--- src/rtl/link_rx_sink.sv ---
// link_rx_sink: receive-side byte sink. Buffers strobed bytes from the link
// slave in a small FIFO, presents them over valid/ready, and groups accepted
// bytes into fixed-length frames with a mod-2^WIDTH checksum.
module link_rx_sink #(
    parameter int WIDTH     = 8,
    parameter int DEPTH     = 4,
    parameter int FRAME_LEN = 4
) (
    input  logic                       clk,
    input  logic                       rst,
    input  logic                       in_valid,
    input  logic [WIDTH-1:0]           in_data,
    output logic                       in_ready,
    output logic                       out_valid,
    output logic [WIDTH-1:0]           out_data,
    input  logic                       out_ready,
    output logic [$clog2(DEPTH+1)-1:0] count,
    output logic [WIDTH-1:0]           frame_sum,
    output logic                       frame_done,
    output logic                       overflow
);

    localparam int AW = (DEPTH > 1) ? $clog2(DEPTH) : 1;
    localparam int CW = $clog2(DEPTH+1);
    localparam int BW = (FRAME_LEN > 1) ? $clog2(FRAME_LEN) : 1;

    typedef enum logic {
        COLLECT = 1'b0,
        DONE    = 1'b1
    } state_t;

    state_t            state, state_d;
    logic [WIDTH-1:0]  mem [DEPTH];
    logic [AW-1:0]     wr_ptr, rd_ptr;
    logic [WIDTH-1:0]  acc;
    logic [WIDTH-1:0]  acc_sum;
    logic [BW-1:0]     byte_cnt;
    logic              full, empty, push, pop, drop, frame_last;

    assign full      = (count == CW'(DEPTH));
    assign empty     = (count == '0);
    assign in_ready  = !full;
    assign out_valid = !empty;
    assign out_data  = mem[rd_ptr];

    // A full FIFO rejects the incoming byte even if a pop frees a slot this cycle.
    assign push       = in_valid && !full;
    assign drop       = in_valid && full;
    assign pop        = out_valid && out_ready;
    assign acc_sum    = acc + in_data;
    assign frame_last = push && (byte_cnt == BW'(FRAME_LEN-1));

    // Frame state register.
    always_ff @(posedge clk) begin
        if (rst) state <= COLLECT;
        else     state <= state_d;
    end

    // Next-state and pulse decode; a push during DONE already starts the next frame.
    always_comb begin
        state_d    = COLLECT;
        frame_done = 1'b0;
        if (state == DONE) frame_done = 1'b1;
        if (frame_last)    state_d    = DONE;
    end

    // Storage array; contents are don't-care while empty, so no reset.
    always_ff @(posedge clk) begin
        if (push) mem[wr_ptr] <= in_data;
    end

    // Pointers, occupancy, frame accumulator and sticky overflow flag.
    always_ff @(posedge clk) begin
        if (rst) begin
            wr_ptr    <= '0;
            rd_ptr    <= '0;
            count     <= '0;
            acc       <= '0;
            byte_cnt  <= '0;
            frame_sum <= '0;
            overflow  <= 1'b0;
        end else begin
            if (push) wr_ptr <= wr_ptr + AW'(1);
            if (pop)  rd_ptr <= rd_ptr + AW'(1);
            case ({push, pop})
                2'b10:   count <= count + CW'(1);
                2'b01:   count <= count - CW'(1);
                default: count <= count;
            endcase
            if (drop) overflow <= 1'b1;
            if (frame_last) begin
                frame_sum <= acc_sum;
                acc       <= '0;
                byte_cnt  <= '0;
            end else if (push) begin
                acc       <= acc_sum;
                byte_cnt  <= byte_cnt + BW'(1);
            end
        end
    end

endmodule

--- config.mk ---
export PLATFORM = sky130hd
export DESIGN_NAME = link_rx_sink
export DESIGN_NICKNAME = d
export VERILOG_FILES = /design/src/rtl/link_rx_sink.sv
export SDC_FILE = /design/constraint.sdc
export NUM_CORES = 1
export LEC_CHECK = 0
export BUFFER_PORTS_ARGS = -buffer_cell sky130_fd_sc_hd__buf_2
export CELL_PAD_IN_SITES_DETAIL_PLACEMENT = 2
export CELL_PAD_IN_SITES_GLOBAL_PLACEMENT = 2
export CORE_AREA = 2 2 97 99
export CTS_BUF_LIST = sky130_fd_sc_hd__clkbuf_4 sky130_fd_sc_hd__clkbuf_8
export CTS_CLUSTER_DIAMETER = 80
export DETAILED_ROUTE_END_ITERATION = 8
export DIE_AREA = 0 0 99 101
export PLACE_DENSITY = 0.63
export SYNTH_ARGS = -nofsm -noshare
export SYNTH_HDL_FRONTEND = slang
export SYNTH_SLANG_ARGS = --single-unit
--- constraint.sdc ---
create_clock -name clk -period 7.27 [get_ports clk]
set_clock_uncertainty 0.05 [all_clocks]
set_input_delay 1.454 -clock clk [delete_from_list [all_inputs] [get_ports clk]]
set_output_delay 1.454 -clock clk [all_outputs]
set_load 0.02 [all_outputs]
### Word level (Yosys, flattened, before mapping)

Memories as Yosys holds them, arrays and structs flattened. A register that Yosys moved wholly into a read port is not among the register bits.
Index checks and enable logic that the tools add are counted.

| word-level totals | value |
|---|---|
| flip-flop bits (word level) | 27 |
| bits in latches | 0 |
| memory bits (writable) | 32 |
| bits in read-only memories | 0 |
| input port bits | 12 |
| output and inout bits | 23 |
| word-level logic and storage cells | 35 |
| memories kept | 1 |

Memories:

| name | depth | bits a word | rd ports | clocked after memory_dff | write ports | line | text |
|---|---|---|---|---|---|---|---|
| mem | 4 | 8 | 1 | 1 | 1 | 33 | `logic [WIDTH-1:0] mem [DEPTH];` |

| operators by class | value |
|---|---|
| $add $sub $neg | 6 |
| multiply operators | 0 |
| div/mod/pow operators | 0 |
| $lt $le $gt $ge | 0 |
| equality and inequality tests | 4 |
| shift operators | 0 |
| multiplexer cells | 7 |
| bitwise logic cells | 0 |
| reductions and logical operators | 9 |

Operator list:

| cell | count |
|---|---|
| 8-bit adder | 1 |
| 2-bit by 1-bit adder with 2-bit output, second input constant | 3 |
| 3-bit case mux with 2 select lines | 1 |
| 2-bit == test, second input constant | 2 |
| 1-bit logical AND | 4 |
| 1-bit two-way mux | 4 |
| 2-bit two-way mux | 2 |
| 3-bit by 1-bit adder with 3-bit output, second input constant | 1 |
| 3-bit == test, second input constant | 1 |
| 3-bit logical NOT | 1 |
| 3-bit by 1-bit subtractor with 3-bit output, second input constant | 1 |
| 2-bit by 1-bit == test with 1-bit output, second input constant | 1 |
| 1-bit logical NOT | 2 |
| 2-bit nonzero test | 1 |
| 2-bit OR reduction | 1 |

### Longest topological paths before layout

| depth | value |
|---|---|
| depth after elaboration | 5 |
| mapped depth | 11 |

### Least setup slack after synthesis

No wires, ideal clock.

| timing | value |
|---|---|
| path type | input to register |
| from | input in_valid |
| to | register count[2] |
| setup time | 0.071 ns |
| data arrival time | 3.014 ns |
| setup slack | 4.135 ns |
| stages on the path | 9 |
| path buffers | 1 |
| path through | and2_2 inv_1 buf_6 ha_1 inv_1 fa_1 xor2_1 or3_1 a21oi_1 |

| between the ends | value |
|---|---|
| longest elaborated chain between the ends | 3 |
| elaborated cells between the ends (all ways) | 5 |
| classes of those cells | 2 x eq/ne; 1 x mux; 2 x reduce/logical |

Ends and longest elaborated chain:

| element | line | text |
|---|---|---|
| from (decl) | 11 | `input logic in_valid,` |
| 1-bit logical AND (*) | 47 | `assign push = in_valid && !full;` |
| 2-bit by 1-bit == test with 1-bit output or 2-bit == test (tied branches) | 85 | `case ({push, pop})` |
| 3-bit case mux with 2 select lines or 2-bit nonzero test (tied branches) | - |  |
| to (signal assigned) | 86 | `2'b10: count <= count + CW'(1);` |
| to (signal assigned) | 87 | `2'b01: count <= count - CW'(1);` |
| to (signal assigned) | 88 | `default: count <= count;` |
| to (decl) | 17 | `output logic [$clog2(DEPTH+1)-1:0] count,` |

Mark *: on every way between the ends. The rest lies on a longest branch, timed or not.
A chain may end at the register's enable or synchronous reset.

### Worst setup path in the final report

Same ends and word-level chain as after synthesis.

==> metrics.md <==
| Metric | Value |
|---|---|
| Status | complete, no violations |
| Fill cells | approximately 940 |
| Total negative slack | 0 ns |
| Worst path required time | 7.49 ns |
| Post-layout worst setup margin | 3.88 ns |
| Hold Worst Slack | 0.410 ns |
| Cts hold-fix bufs | 0 |
| Ys async rst share | 0 |
| Reg-to-Reg Start | count[2] |
| Detailed Routing Iterations Pass 1 | 4 |
| Final slew viol count | 0 |
| Switching Fraction | 0.308 |
| Net count after synthesis | 230 |
| Row Count | 35 |
| Hold Vio Cnt, Final | 0 |
| Placeable Area | 8980 um^2 |
| Post_cts resized | 0 |
| Commonest non-fill, non-tap cells in the layout | buf_2, edfxtp_1, dfxtp_1 |
| Netlist Area Pre-Place | 2630 um^2 |
| Post-route ant nets | 0 |
| # DRC | 0 |
| Commonest non-fill, non-tap cell in the layout | buf_2 |
| Total Die Area | 10000 um^2 |
| Placed instance area | 2890 um^2 |
| Lkg Pwr | 1.24 nW |
| Crit share post-route | 0.467 |
| Yosys warns | 0 |
| Startpoint Class | input pin |
| Nets | between 200 and 300 |
| Max rail drop VDD | between 90 and 100 uV |
| Clock buffer count from CTS | 9 |
| Area growth from synthesis to final layout | 19.8% |
| Number of diodes | 0 |
| Synth Instances | slightly above 200 |
| Syn_area_per_cell | 12.9 um^2 |
| PD cells | 361 nW/um^2 |
| Clock sink count | 61 |
| Comb power frac | 0.266 |
| Clock power share | 0.337 |
| Max-cap violation count | 0 |
| Drt wl/cell | about 17 um |
| Critical Path Start | in_valid |
| Drt initial violations | 55 |
| Clk buf depth | 2 |
| R2R depth | 9 |
| Die Ht | 101 um |
| Int Power | 0.788 mW |
| Clk slew on worst S/H paths | 0.07 ns |
| Sw power | 0.350 mW |
| Post-synth EDFFs | 32 |
| DIE WIDTH | around 100 um |
| Vias in the first global route | 1813 |
| First-pass GRT wire length | about 9.7 mm |
| Largest net degree at the start of global routing | 14 |
| I/O Buffers | 34 |
| CP endpoint kind | register |
| Register-to-register setup slack | between 4 and 5 ns |
| Root buf cell | clkbuf_8 |
| CTS tree | built |
| Share of post-route cells with drive strength above 1 | 0.289 |
| Post-Place Worst Slack | ~3.5 ns |
| Drt total wl | 6.03 mm |
| Kind of critical path | input pin to register |
| Overflow after GRT | 0 |
| Detailed placer's ending HPWL | 4.32 mm |
| Routed via count | 1720 |
| RSZ-0062 raised after global routing | no |
| Top-level port count | 35 |
| Clock Latency Late Sink | 0.34 ns |
| Worst hold path type | register to register |
| Initial Utilization | 0.293 |
| Vias/cell | 4.82 |
| Seq pwr share | 0.397 |
| Main synth FF type | edfxtp_1 |
| Final setup fails | 0 |
| GRT Util Overall | 0.131 |
| CP max FO | 13 |
| CP arrival | approximately 3.6 ns |
| CP endpoint | count[2] |
| Initial antenna violation count | 0 |
| Setup Fix Bufs, Post-CTS | 0 |
| Worst Tran Pin Value | 0.578 ns |
| Reg-to-Reg End | count[2] |
| Max_slew headroom | 0.614 |
| Sequential element share of the synthesized area | 0.586 |
| Synth Register Bits | just over 60 |
| Fin crit period | about 3.4 ns |
| Htree depth | 3 |
| Distinct cells, synth | 41 |
| Routability Congestion | 0.694 |
| Design area | 3150 um^2 |
| FMAX | 295 MHz |
## worst max-delay path: stages
cell and delay (ns):
buf_2 0.15, and2_2 0.29, inv_1 0.37, ha_1 0.27
inv_1 0.07, fa_1 0.39, xor2_1 0.16, or3_1 0.31
a21oi_1 0.15
## worst min path at each step
stage                 start      endpoint  slack [ns]  cells after the start
5_1_grt        frame_sum[7]  frame_sum[7]        0.44                      2
2_1_floorplan        acc[0]        acc[0]        0.39                      2
4_1_cts              acc[4]        acc[4]        0.42                      2
6_report       frame_sum[7]  frame_sum[7]        0.41                      2
3_5_place_dp   frame_sum[1]  frame_sum[1]        0.40                      2
3_3_place_gp   frame_sum[1]  frame_sum[1]        0.39                      2
## cells in the mapped netlist (3+ instances only)
library cell,instances,share of area
xor2_1,5,0.017
xnor2_1,4,0.013
and3_2,4,0.011
nand2_1,16,0.023
ha_1,13,0.062
edfxtp_1,32,0.37
nor2_1,14,0.020
a21oi_1,14,0.027
dfxtp_1,29,0.22
o21ai_0,7,0.013
or3_1,3,0.0071
inv_1,11,0.016
nand3_1,3,0.0057
a22o_2,4,0.015
mux4_2,8,0.069
## cell families after synthesis
family / Yosys count / synth area share
simple gates: 51 / 0.0985
buf+inv: 18 / 0.0324
mux: 8 / 0.0685
flops: 61 / 0.586
fa+ha+maj: 15 / 0.0771
xor+xnor: 9 / 0.0300
compound gates: 41 / 0.107
## power by group through the flow
stage / Sequential [mW] / Combinational [mW] / Clock (mW)
5_1_grt: 0.460 / 0.338 / 0.407
3_3_place_gp: 0.459 / 0.297 / 0
4_1_cts: 0.455 / 0.309 / 0.396
6_report: 0.452 / 0.302 / 0.383
2_1_floorplan: 0.447 / 0.227 / 0
3_5_place_dp: 0.462 / 0.305 / 0
## per-stage QoR
| stage | power [mW] | instances | util |
|---|---|---|---|
| 3_5_place_dp | 0.768 | 341 | 0.322 |
| 6_report | 1.14 | 357 | 0.351 |
| 4_1_cts | 1.16 | 357 | 0.351 |
| 2_1_floorplan | 0.675 | 203 | - |
| 5_1_grt | 1.20 | 357 | 0.351 |
| 3_3_place_gp | 0.756 | 341 | 0.322 |
## layout make-up
class / count / area, um^2 / area share
clock buffers: 12 / 159 / 0.0505
clock inverters: 4 / 95.1 / 0.0302
inverters: 11 / 41.3 / 0.0131
multi-input cells: 124 / 1000 / 0.318
flip-flops and latches: 61 / 1540 / 0.490
well taps: 111 / 139 / 0.0441
repair buffers: 34 / 170 / 0.0541
## metal layers
| layer | vias up | GRT usage | part of all wire |
|---|---|---|---|
| met2 | 28 | 0.210 | 0.48 |
| met3 | 9 | 0.0270 | 0.029 |
| met5 | - | 0 | 0 |
| li1 | 819 | - | - |
| met4 | 0 | 0.0664 | 0.021 |
| met1 | 864 | 0.169 | 0.47 |
## sequential cells by signal, summed over array words and instances (netlist names), named ones only
| signal | flops |
|---|---|
| acc | 8 |
| byte_cnt | 2 |
| frame_sum | 8 |
| mem | 32 |
| rd_ptr | 2 |
| state | 1 |
| wr_ptr | 2 |
| count | 3 |
| overflow | 1 |
No activity file was read; power rests on OpenSTA's default activity.
